## src/rtl/window_read_ctrl.sv

```systemverilog
// Display-side read scheduler for the camera window: synchronises frame-ready, issues one FIFO read per window
// slot and emits a registered, underflow-filled pixel stream. Optional macro: WINDOW_UNDERFLOW_CNT_EN (starved-slot counter).
module window_read_ctrl #(
  parameter int WIN_X0      = 304,
  parameter int WIN_Y0      = 224,
  parameter int WIN_W       = 32,
  parameter int WIN_H       = 32,
  parameter int DATA_WIDTH  = 4,
  parameter int COORD_WIDTH = 10,
  parameter logic [DATA_WIDTH-1:0] FILL_PIXEL = '0
) (
  input  logic                   i_Clk,
  input  logic                   i_Rst,
  input  logic                   i_Frame_Ready,
  input  logic [COORD_WIDTH-1:0] i_X,
  input  logic [COORD_WIDTH-1:0] i_Y,
  input  logic                   i_Active,
  input  logic                   i_Empty,
  input  logic [DATA_WIDTH-1:0]  i_Data,
  output logic                   o_Rd_En,
  output logic [DATA_WIDTH-1:0]  o_Pixel,
  output logic                   o_Pixel_Valid,
  output logic                   o_Abort,
  output logic [15:0]            o_Underflow_Count,
  output logic [1:0]             o_State
);

  localparam int N_SLOTS = WIN_W * WIN_H;
  localparam int CNT_W   = $clog2(N_SLOTS) + 1;
  localparam logic [COORD_WIDTH-1:0] X_LO = COORD_WIDTH'(WIN_X0);
  localparam logic [COORD_WIDTH-1:0] X_HI = COORD_WIDTH'(WIN_X0 + WIN_W);
  localparam logic [COORD_WIDTH-1:0] Y_LO = COORD_WIDTH'(WIN_Y0);
  localparam logic [COORD_WIDTH-1:0] Y_HI = COORD_WIDTH'(WIN_Y0 + WIN_H);
  localparam logic [CNT_W-1:0]       LAST_SLOT = CNT_W'(N_SLOTS - 1);

  typedef enum logic [1:0] {
    IDLE   = 2'd0,
    ARMED  = 2'd1,
    STREAM = 2'd2,
    DONE   = 2'd3
  } state_t;

  state_t           state, state_next;
  logic             sync_q1, rdy_s, rdy_d;
  logic [1:0]       prime_q;
  logic             edge_ok, rdy_rise, rdy_fall;
  logic             is_slot, is_corner, last_slot;
  logic             stream_slot, abort_set;
  logic [CNT_W-1:0] slot_cnt;
  logic             slot_d1, fill_d1;

  // Edges are ignored until all three flops hold real samples, so a level
  // already high at reset release is never mistaken for a rising edge.
  // NOTE: sequential state uses non-blocking assignments with an async reset branch; blocking here would race against other flops.
  always_ff @(posedge i_Clk or posedge i_Rst) begin
    if (i_Rst) begin
      sync_q1 <= 1'b0;
      rdy_s   <= 1'b0;
      rdy_d   <= 1'b0;
      prime_q <= 2'd0;
    end else begin
      sync_q1 <= i_Frame_Ready;
      rdy_s   <= sync_q1;
      rdy_d   <= rdy_s;
      if (prime_q != 2'd3) prime_q <= prime_q + 2'd1;
    end
  end

  assign edge_ok  = (prime_q == 2'd3);
  assign rdy_rise = edge_ok &  rdy_s & ~rdy_d;
  assign rdy_fall = edge_ok & ~rdy_s &  rdy_d;

  assign is_slot   = i_Active && (i_X >= X_LO) && (i_X < X_HI) && (i_Y >= Y_LO) && (i_Y < Y_HI);
  assign is_corner = is_slot && (i_X == X_LO) && (i_Y == Y_LO);
  assign last_slot = (slot_cnt == LAST_SLOT);

  always_ff @(posedge i_Clk or posedge i_Rst) begin
    if (i_Rst) state <= IDLE;
    else       state <= state_next;
  end

  // NOTE: every always_comb output gets a default first so no path leaves it unassigned (which would infer a latch).
  always_comb begin
    state_next  = state;
    stream_slot = 1'b0;
    abort_set   = 1'b0;
    case (state)
      IDLE: begin
        if (rdy_rise) state_next = ARMED;
      end
      ARMED: begin
        if (rdy_fall) begin
          state_next = IDLE;
        end else if (is_corner) begin
          // The corner slot is already the first streamed slot.
          stream_slot = 1'b1;
          state_next  = last_slot ? DONE : STREAM;
        end
      end
      STREAM: begin
        if (rdy_fall) begin
          state_next = IDLE;
          abort_set  = 1'b1;
        end else if (is_slot) begin
          stream_slot = 1'b1;
          if (last_slot) state_next = DONE;
        end
      end
      DONE: begin
        if (rdy_fall) state_next = IDLE;
      end
      default: state_next = IDLE;
    endcase
  end

  assign o_Rd_En = stream_slot & ~i_Empty;
  assign o_State = state;

  always_ff @(posedge i_Clk or posedge i_Rst) begin
    if (i_Rst)                slot_cnt <= '0;
    else if (stream_slot)     slot_cnt <= slot_cnt + 1'b1;
    else if (state == IDLE)   slot_cnt <= '0;
  end

  // Two-stage output pipeline: stage 1 tracks the slot and whether it was
  // served, stage 2 merges in i_Data, which arrives one cycle after the read.
  always_ff @(posedge i_Clk or posedge i_Rst) begin
    if (i_Rst) begin
      slot_d1       <= 1'b0;
      fill_d1       <= 1'b0;
      o_Pixel_Valid <= 1'b0;
      o_Pixel       <= '0;
      o_Abort       <= 1'b0;
    end else begin
      slot_d1       <= is_slot;
      fill_d1       <= ~o_Rd_En;
      o_Pixel_Valid <= slot_d1;
      o_Pixel       <= slot_d1 ? (fill_d1 ? FILL_PIXEL : i_Data) : '0;
      o_Abort       <= abort_set;
    end
  end

`ifdef WINDOW_UNDERFLOW_CNT_EN
  logic        starved;
  logic [15:0] underflow_cnt;

  assign starved = stream_slot & i_Empty;

  always_ff @(posedge i_Clk or posedge i_Rst) begin
    if (i_Rst)                                        underflow_cnt <= 16'd0;
    else if (starved && (underflow_cnt != 16'hFFFF))  underflow_cnt <= underflow_cnt + 16'd1;
  end

  assign o_Underflow_Count = underflow_cnt;
`else
  assign o_Underflow_Count = 16'd0;
`endif

endmodule

```

## config.mk

```make
export PLATFORM = sky130hd
export DESIGN_NAME = window_read_ctrl
export DESIGN_NICKNAME = d
export VERILOG_FILES = /design/src/rtl/window_read_ctrl.sv
export SDC_FILE = /design/constraint.sdc
export NUM_CORES = 1
export LEC_CHECK = 0
export CORE_ASPECT_RATIO = 1.5
export CORE_UTILIZATION = 41
export DETAILED_ROUTE_END_ITERATION = 10
export PLACE_DENSITY_LB_ADDON = 0.05
export SYNTH_ARGS = -nofsm -noshare
export SYNTH_HDL_FRONTEND = slang
export SYNTH_SLANG_ARGS = --single-unit
```

## constraint.sdc

```tcl
create_clock -name i_Clk -period 2.66 [get_ports i_Clk]
set_input_delay 0.532 -clock i_Clk [delete_from_list [all_inputs] [get_ports i_Clk]]
set_output_delay 0.532 -clock i_Clk [all_outputs]
set_load 0.005 [all_outputs]
```

==> flow_metrics.py, run 1 <==
metrics = {
    "status": {
        "outcome": "finished, final reports clean",
    },
    "setup_path": {
        "worst-path-stages": 7,
        "timing.critical_path.arrival_ns": 2.11,
        "timing_worst_setup_path_type": "in2out",
        "cp-end-kind": "output pin",
        "critPathSlowestCell": "sky130_fd_sc_hd__or4b_4",
        "critical-path-max-stage-delay_ns": 0.55,
        "critical_path.max_fanout": 2,
        "r2r-start": "slot_cnt[0]$_DFFE_PP0P_",
        "critical_path_buffers_and_inverters": 2,
        "cp-startpoint": "i_Y[8]",
        "cp-start-kind": "primary input",
        "crit_chain": "clkbuf_2 > or4b_4 > a2111oi_4 > and3_4 > and2_4 > and2b_1 > buf_2",
        "worst-r2r-cell-count": 6,
        "critical-path-top-delay-family": "simple AND/OR/NAND/NOR gates",
        "critical_path_required_ns": 2.13,
        "r2r_setup_slack_ns": 0.46,
    },
    "grt": {
        "vias_in_the_first_global_route": 1280,
        "largest_net_degree_at_the_start_of_global_routing": 23,
        "grt-ovfl-total": 0,
        "gr-usage-all-layers_pct": 17.3,
        "grt_pass1_wl_um": 5350,
        "antenna_violations_before_repair": 0,
    },
    "floorplanning": {
        "die-area_um2": 3980,
        "fp.coreArea_um2": 3480,
        "die_x_um": 51.9,
        "die_y_um": 76.8,
        "core.rowCount": 26,
        "design.portCount": 54,
        "effective_utilization_at_floorplan_pct": 43.9,
    },
    "synthesis": {
        "sequential_cell_area_fraction_in_the_yosys_report_pct": 42.6,
        "top_cells_by_instance_count_after_synthesis": "sky130_fd_sc_hd__dfrtp_1, sky130_fd_sc_hd__buf_4, sky130_fd_sc_hd__inv_1, sky130_fd_sc_hd__nand3_1, sky130_fd_sc_hd__nor2_1",
        "postSynth.asyncResetShare_pct": 100,
        "synth-warning-count": 0,
        "synth-main-ff-cell": "sky130_fd_sc_hd__dfrtp_1",
        "netlist.area_leader.share_pct": 42.6,
        "yosysMostFrequentCell": "sky130_fd_sc_hd__dfrtp_1",
        "synth_top_cell_by_area": "sky130_fd_sc_hd__dfrtp_1",
        "ys_seq_elements": 26,
        "synth.top_cells.by_area": "sky130_fd_sc_hd__dfrtp_1, sky130_fd_sc_hd__buf_4, sky130_fd_sc_hd__ha_1",
        "synth-edff-count": 0,
        "synth_cell_type_count": 47,
        "post_synthesis_cell_area_um2": 1530,
        "synth_cells": 147,
        "synth.avg_cell_area_um2": 10.4,
    },
    "route": {
        "ant_nets": 0,
        "drc_violation_total_after_the_first_tritonroute_iteration": 7,
        "vias_per_cell": 5.08,
        "wire_per_inst_um": 12.8,
        "detailedRoute.firstPassIterationCount": 2,
        "drc": 0,
        "detailroute.via_count": 1213,
        "wl_um": 3070,
    },
    "cells_and_area": {
        "diodes": 0,
        "final-instance-count-excl-fill": 239,
        "final_layout_size_suffix_gt1_share_pct": 17.3,
        "nFillCells": 308,
        "areaGrowthSynthToFinish_pct": 31.7,
        "layout.nets": 233,
    },
    "timing": {
        "final.setup_skew_ns": 0.00317,
        "report.final.setup_viol": 0,
        "rsz0062_at_grt": "true",
        "final_hold_viol_count": 0,
        "final_tns_setup_ns": 0,
        "finalCritPeriodShare_pct": 99.3,
        "max_clock_freq_mhz": 379,
        "report.final.slew_viol_count": 0,
        "minimum_clock_period_ns": 2.64,
        "layout_setup_ws_ns": 0.0180,
    },
    "placed_design": {
        "io_buffer_count": 37,
        "final_hpwl_dp_um": 2400,
        "post-place-cells": 228,
        "place_ws_ns": -0.659,
        "weighted_congestion_at_the_end_of_routability_driven_global_placement": 0.783,
    },
    "clock_network": {
        "clkLatencyLatePin_ns": 0.26,
        "cts-htree-levels": 1,
        "cts_hold_buf": 0,
        "tritoncts": "yes",
        "ctsLongestPathBuffers": 2,
        "numCtsBuffers": 3,
        "path_clk_slew_ns": 0.08,
        "clockRootBuffer": "sky130_fd_sc_hd__clkbuf_8",
        "clock_sink_count": 26,
    },
    "pwr": {
        "report.power.total_uw": 1070,
        "power-per-cell-area_nw_per_um2": 532,
        "power.leakage_uw": 0.000954,
        "irDropWorstVdd_v": 0.000486,
    },
    "worst_hold_path": {
        "worst_hold_path.num_cells": 0,
        "holdCritPathClass": "reg2reg",
        "hp-start": "sync_q1$_DFF_PP0_",
    },
    "run": {
        "max_cap_viol": 0,
    },
}
cell type report:
cell class,count,area [µm²],area share (%)
Timing Repair Buffer,51,448,22.2
Multi-Input combinational cell,108,761,37.8
Sequential cell,26,651,32.3
Clock buffer,3,41.3,2.05
Clock inverter,1,30.0,1.49
Inverter,8,30.0,1.49
Tap cell,42,52.6,2.61
kinds of logic (layout without fill, tap and decap cells):
group	after synthesis	in the layout	share of synthesized area [%]
mux	4	4	3.11
buf+inv	28	63	11.5
compound gates	21	21	12.4
fa+ha+maj	6	6	4.91
other cells	1	16	0.245
simple gates	56	56	22.4
flops	26	26	42.6
xor+xnor	5	5	2.86
state kept, by name (all words and copies together) (netlist names):
signal	flops
slot_cnt	11
o_Pixel	4
o_State	2
prime_q	2
fill_d1	1
o_Abort	1
o_Pixel_Valid	1
rdy_d	1
rdy_s	1
slot_d1	1
sync_q1	1
report_power, final:
| group | leakage, µW | switching [µW] | internal, µW |
|---|---|---|---|
| Sequential | 0.000338 | 17.0 | 412 |
| Clock | 0.0000357 | 118 | 201 |
| Combinational | 0.000580 | 168 | 154 |
| Total | 0.000954 | 303 | 768 |
placed cells by master, fill, tap and decap left out, types with 5 or more instances in the layout:
| cell | count |
|---|---|
| sky130_fd_sc_hd__buf_4 | 14 |
| sky130_fd_sc_hd__clkdlybuf4s50_1 | 27 |
| sky130_fd_sc_hd__conb_1 | 16 |
| sky130_fd_sc_hd__dfrtp_1 | 26 |
| sky130_fd_sc_hd__ha_1 | 6 |
| sky130_fd_sc_hd__inv_1 | 8 |
| sky130_fd_sc_hd__nand2_1 | 5 |
| sky130_fd_sc_hd__nand3_1 | 7 |
| sky130_fd_sc_hd__nor2_1 | 7 |
| sky130_fd_sc_hd__nor3_1 | 5 |
layer usage:
layer	global-route usage, %	vias up	routed length [µm]
li1	-	588	-
met5	0	-	0
met4	7.84	0	40
met2	30.5	32	1730
met1	19.5	589	1190
met3	2.58	4	114
final timing paths:
path | to
min in group asynchronous | o_Pixel[0]$_DFF_PP0_
setup / recovery | o_Rd_En
setup reg to reg | o_State[1]$_DFFE_PP0P_
max in group asynchronous | o_State[1]$_DFFE_PP0P_
hold / removal | rdy_s$_DFF_PP0_
hold reg to reg | rdy_s$_DFF_PP0_
per-stage QoR:
stage	util [%]	hold WS (ns)	cell area [µm²]
floorplan	-	0.331	1590
global placement	55.0	0.334	1910
detailed placement	55.0	0.342	1910
CTS	58.1	0.363	2020
global route	57.8	0.368	2010
finish	57.8	0.361	2010
repair_timing:
item	in CTS	in global routing
buffers inserted	6	1
pin swaps	6	5
resized for setup	17	8
hold endpoints to repair	0	0
endpoints found under the setup margin	1	2
No activity file was read; power rests on OpenSTA's default activity.
==> inputs of run 2 (changes only) <==
--- a/config.mk
+++ b/config.mk
@@ -6,7 +6,8 @@
 export NUM_CORES = 1
 export LEC_CHECK = 0
 export CORE_ASPECT_RATIO = 1.5
-export CORE_UTILIZATION = 41
+export CORE_MARGIN = 2
+export CORE_UTILIZATION = 38
 export DETAILED_ROUTE_END_ITERATION = 10
 export PLACE_DENSITY_LB_ADDON = 0.05
 export SYNTH_ARGS = -nofsm -noshare
==> run 2 against run 1 <==
Effect of this change: worst hold slack got worse by 0.0024 ns; fmax is 1.7% higher; sequential share of layout area did not move; wire length grew 15%; total power up 3.9%; non-clock buffer count is 1 higher; via count rose by 3.3%; sequential cell count unchanged; sequential power about the same; first-iteration DRC count rose to 7.6 times the previous value; critical endpoint unchanged; largest cell class unchanged.
==> flow_metrics.py, run 2 (synthesized netlist as in run 1, its figures left out) <==
metrics = {
    "timing": {
        "layout_setup_ws_ns": 0.0611,
        "max_clock_freq_mhz": 385,
        "report.final.setup_viol": 0,
        "final.setup_skew_ns": 0.00588,
        "finalCritPeriodShare_pct": 97.7,
        "report.final.slew_viol_count": 0,
        "rsz0062_at_grt": "true",
        "minimum_clock_period_ns": 2.60,
        "final_hold_viol_count": 0,
    },
    "setup_path": {
        "cp-start-kind": "primary input",
        "cp-end-kind": "output pin",
        "timing.critical_path.arrival_ns": 2.07,
        "timing_worst_setup_path_type": "in2out",
        "critical_path.max_fanout": 2,
        "r2r_setup_slack_ns": 0.50,
        "critical_path_required_ns": 2.13,
    },
    "floorplanning": {
        "core.rowCount": 28,
        "effective_utilization_at_floorplan_pct": 39.3,
        "fp.coreArea_um2": 3890,
        "die-area_um2": 4560,
        "design.portCount": 54,
        "die_y_um": 81.7,
        "die_x_um": 55.8,
    },
    "route": {
        "wire_per_inst_um": 14.5,
        "detailedRoute.firstPassIterationCount": 4,
        "drc_violation_total_after_the_first_tritonroute_iteration": 53,
        "wl_um": 3510,
        "detailroute.via_count": 1253,
        "ant_nets": 0,
        "drc": 0,
        "vias_per_cell": 5.16,
    },
    "grt": {
        "grt_pass1_wl_um": 5850,
        "largest_net_degree_at_the_start_of_global_routing": 27,
        "grt-ovfl-total": 0,
        "gr-usage-all-layers_pct": 16.3,
        "antenna_violations_before_repair": 0,
        "vias_in_the_first_global_route": 1376,
    },
    "clock_network": {
        "tritoncts": "yes",
        "path_clk_slew_ns": 0.09,
        "clkLatencyLatePin_ns": 0.27,
        "cts-htree-levels": 1,
        "ctsLongestPathBuffers": 2,
        "numCtsBuffers": 3,
        "cts_hold_buf": 0,
        "clock_sink_count": 26,
        "clockRootBuffer": "sky130_fd_sc_hd__clkbuf_8",
    },
    "cells_and_area": {
        "nFillCells": 379,
        "biggestRegsByFlops": "slot_cnt (11), o_Pixel (4)",
        "max_reg_flops": 11,
        "largest_register": "slot_cnt",
        "areaGrowthSynthToFinish_pct": 31.7,
        "final_layout_size_suffix_gt1_share_pct": 19.2,
        "area.sequential_um2": 651,
        "layout.nets": 234,
        "layout.cells.most_common": "sky130_fd_sc_hd__dfrtp_1",
        "final-instance-count-excl-fill": 243,
        "diodes": 0,
        "multiInputGateArea_um2": 761,
        "most-common-layout-cells": "sky130_fd_sc_hd__dfrtp_1, sky130_fd_sc_hd__clkdlybuf4s50_1, sky130_fd_sc_hd__conb_1",
    },
    "pwr": {
        "irDropWorstVdd_v": 0.000409,
        "power.leakage_uw": 0.000961,
        "power-per-cell-area_nw_per_um2": 552,
    },
    "placed_design": {
        "weighted_congestion_at_the_end_of_routability_driven_global_placement": 0.767,
        "post-place-cells": 235,
        "io_buffer_count": 37,
        "final_hpwl_dp_um": 2830,
        "place_ws_ns": -0.676,
    },
    "run": {
        "max_cap_viol": 0,
    },
    "status": {
        "outcome": "finished, final reports clean",
    },
    "worst_hold_path": {
        "holdCritPathClass": "reg2reg",
    },
}
==> run 2: metal layers <==
layer / routed length [µm] / vias to the layer above / track usage [%] / part of all wire, %
li1: - / 593 / - / -
met2: 2020 / 46 / 32.3 / 58
met1: 1250 / 606 / 16.4 / 36
met4: 94 / 0 / 9.02 / 2.7
met3: 144 / 8 / 2.05 / 4.1
met5: 0 / - / 0 / 0
==> run 2: power breakdown <==
part | switching, µW | internal (µW)
clock network | 128 | 201
registers | 17.0 | 412
logic | 183 | 169
total | 329 | 783
==> run 2: final cells by class <==
cell class	count	area share (%)
Timing Repair Buffer	52	22.1
Multi-Input combinational cell	108	37.8
Clock buffer	3	2.05
Inverter	8	1.49
Clock inverter	1	1.49
Sequential cell	26	32.3
Tap cell	45	2.80
==> run 2: final timing paths <==
check | from | endpoint | cells past startpoint
max in group asynchronous | i_Rst | o_State[0]$_DFFE_PP0P_ | 3
worst max-delay path | i_Y[9] | o_Rd_En | 7
min in group asynchronous | i_Rst | o_Pixel[3]$_DFF_PP0_ | 3
worst min register to register | sync_q1$_DFF_PP0_ | rdy_s$_DFF_PP0_ | 0
worst min-delay path | sync_q1$_DFF_PP0_ | rdy_s$_DFF_PP0_ | 0
worst max register to register | slot_cnt[0]$_DFFE_PP0P_ | o_State[1]$_DFFE_PP0P_ | 6
==> run 2: repair_timing <==
item	CTS	global route
pin swaps	6	4
setup buffers	3	1
hold endpoints to repair	0	0
gates resized for setup	21	10
setup endpoints to repair	1	1
==> run 2: worst max-delay path, stage by stage <==
cell and delay (ns):
sky130_fd_sc_hd__buf_6 0.09, sky130_fd_sc_hd__or4b_4 0.55, sky130_fd_sc_hd__a2111oi_4 0.32, sky130_fd_sc_hd__and3_4 0.24, sky130_fd_sc_hd__and2_4 0.13, sky130_fd_sc_hd__and2b_1 0.11
sky130_fd_sc_hd__buf_2 0.11
==> run 2: stage by stage <==
stage | TNS (ns) | cell area (µm²) | util, % | total power [µW] | hold slack (ns)
floorplan | 0 | 1590 | - | 652 | 0.331
global placement | -0.725 | 1950 | 50.1 | 784 | 0.336
detailed placement | -0.966 | 1950 | 50.1 | 798 | 0.341
CTS | 0 | 2030 | 52.3 | 1130 | 0.364
global route | -0.00673 | 2010 | 51.8 | 1180 | 0.376
finish | 0 | 2010 | 51.8 | 1110 | 0.359
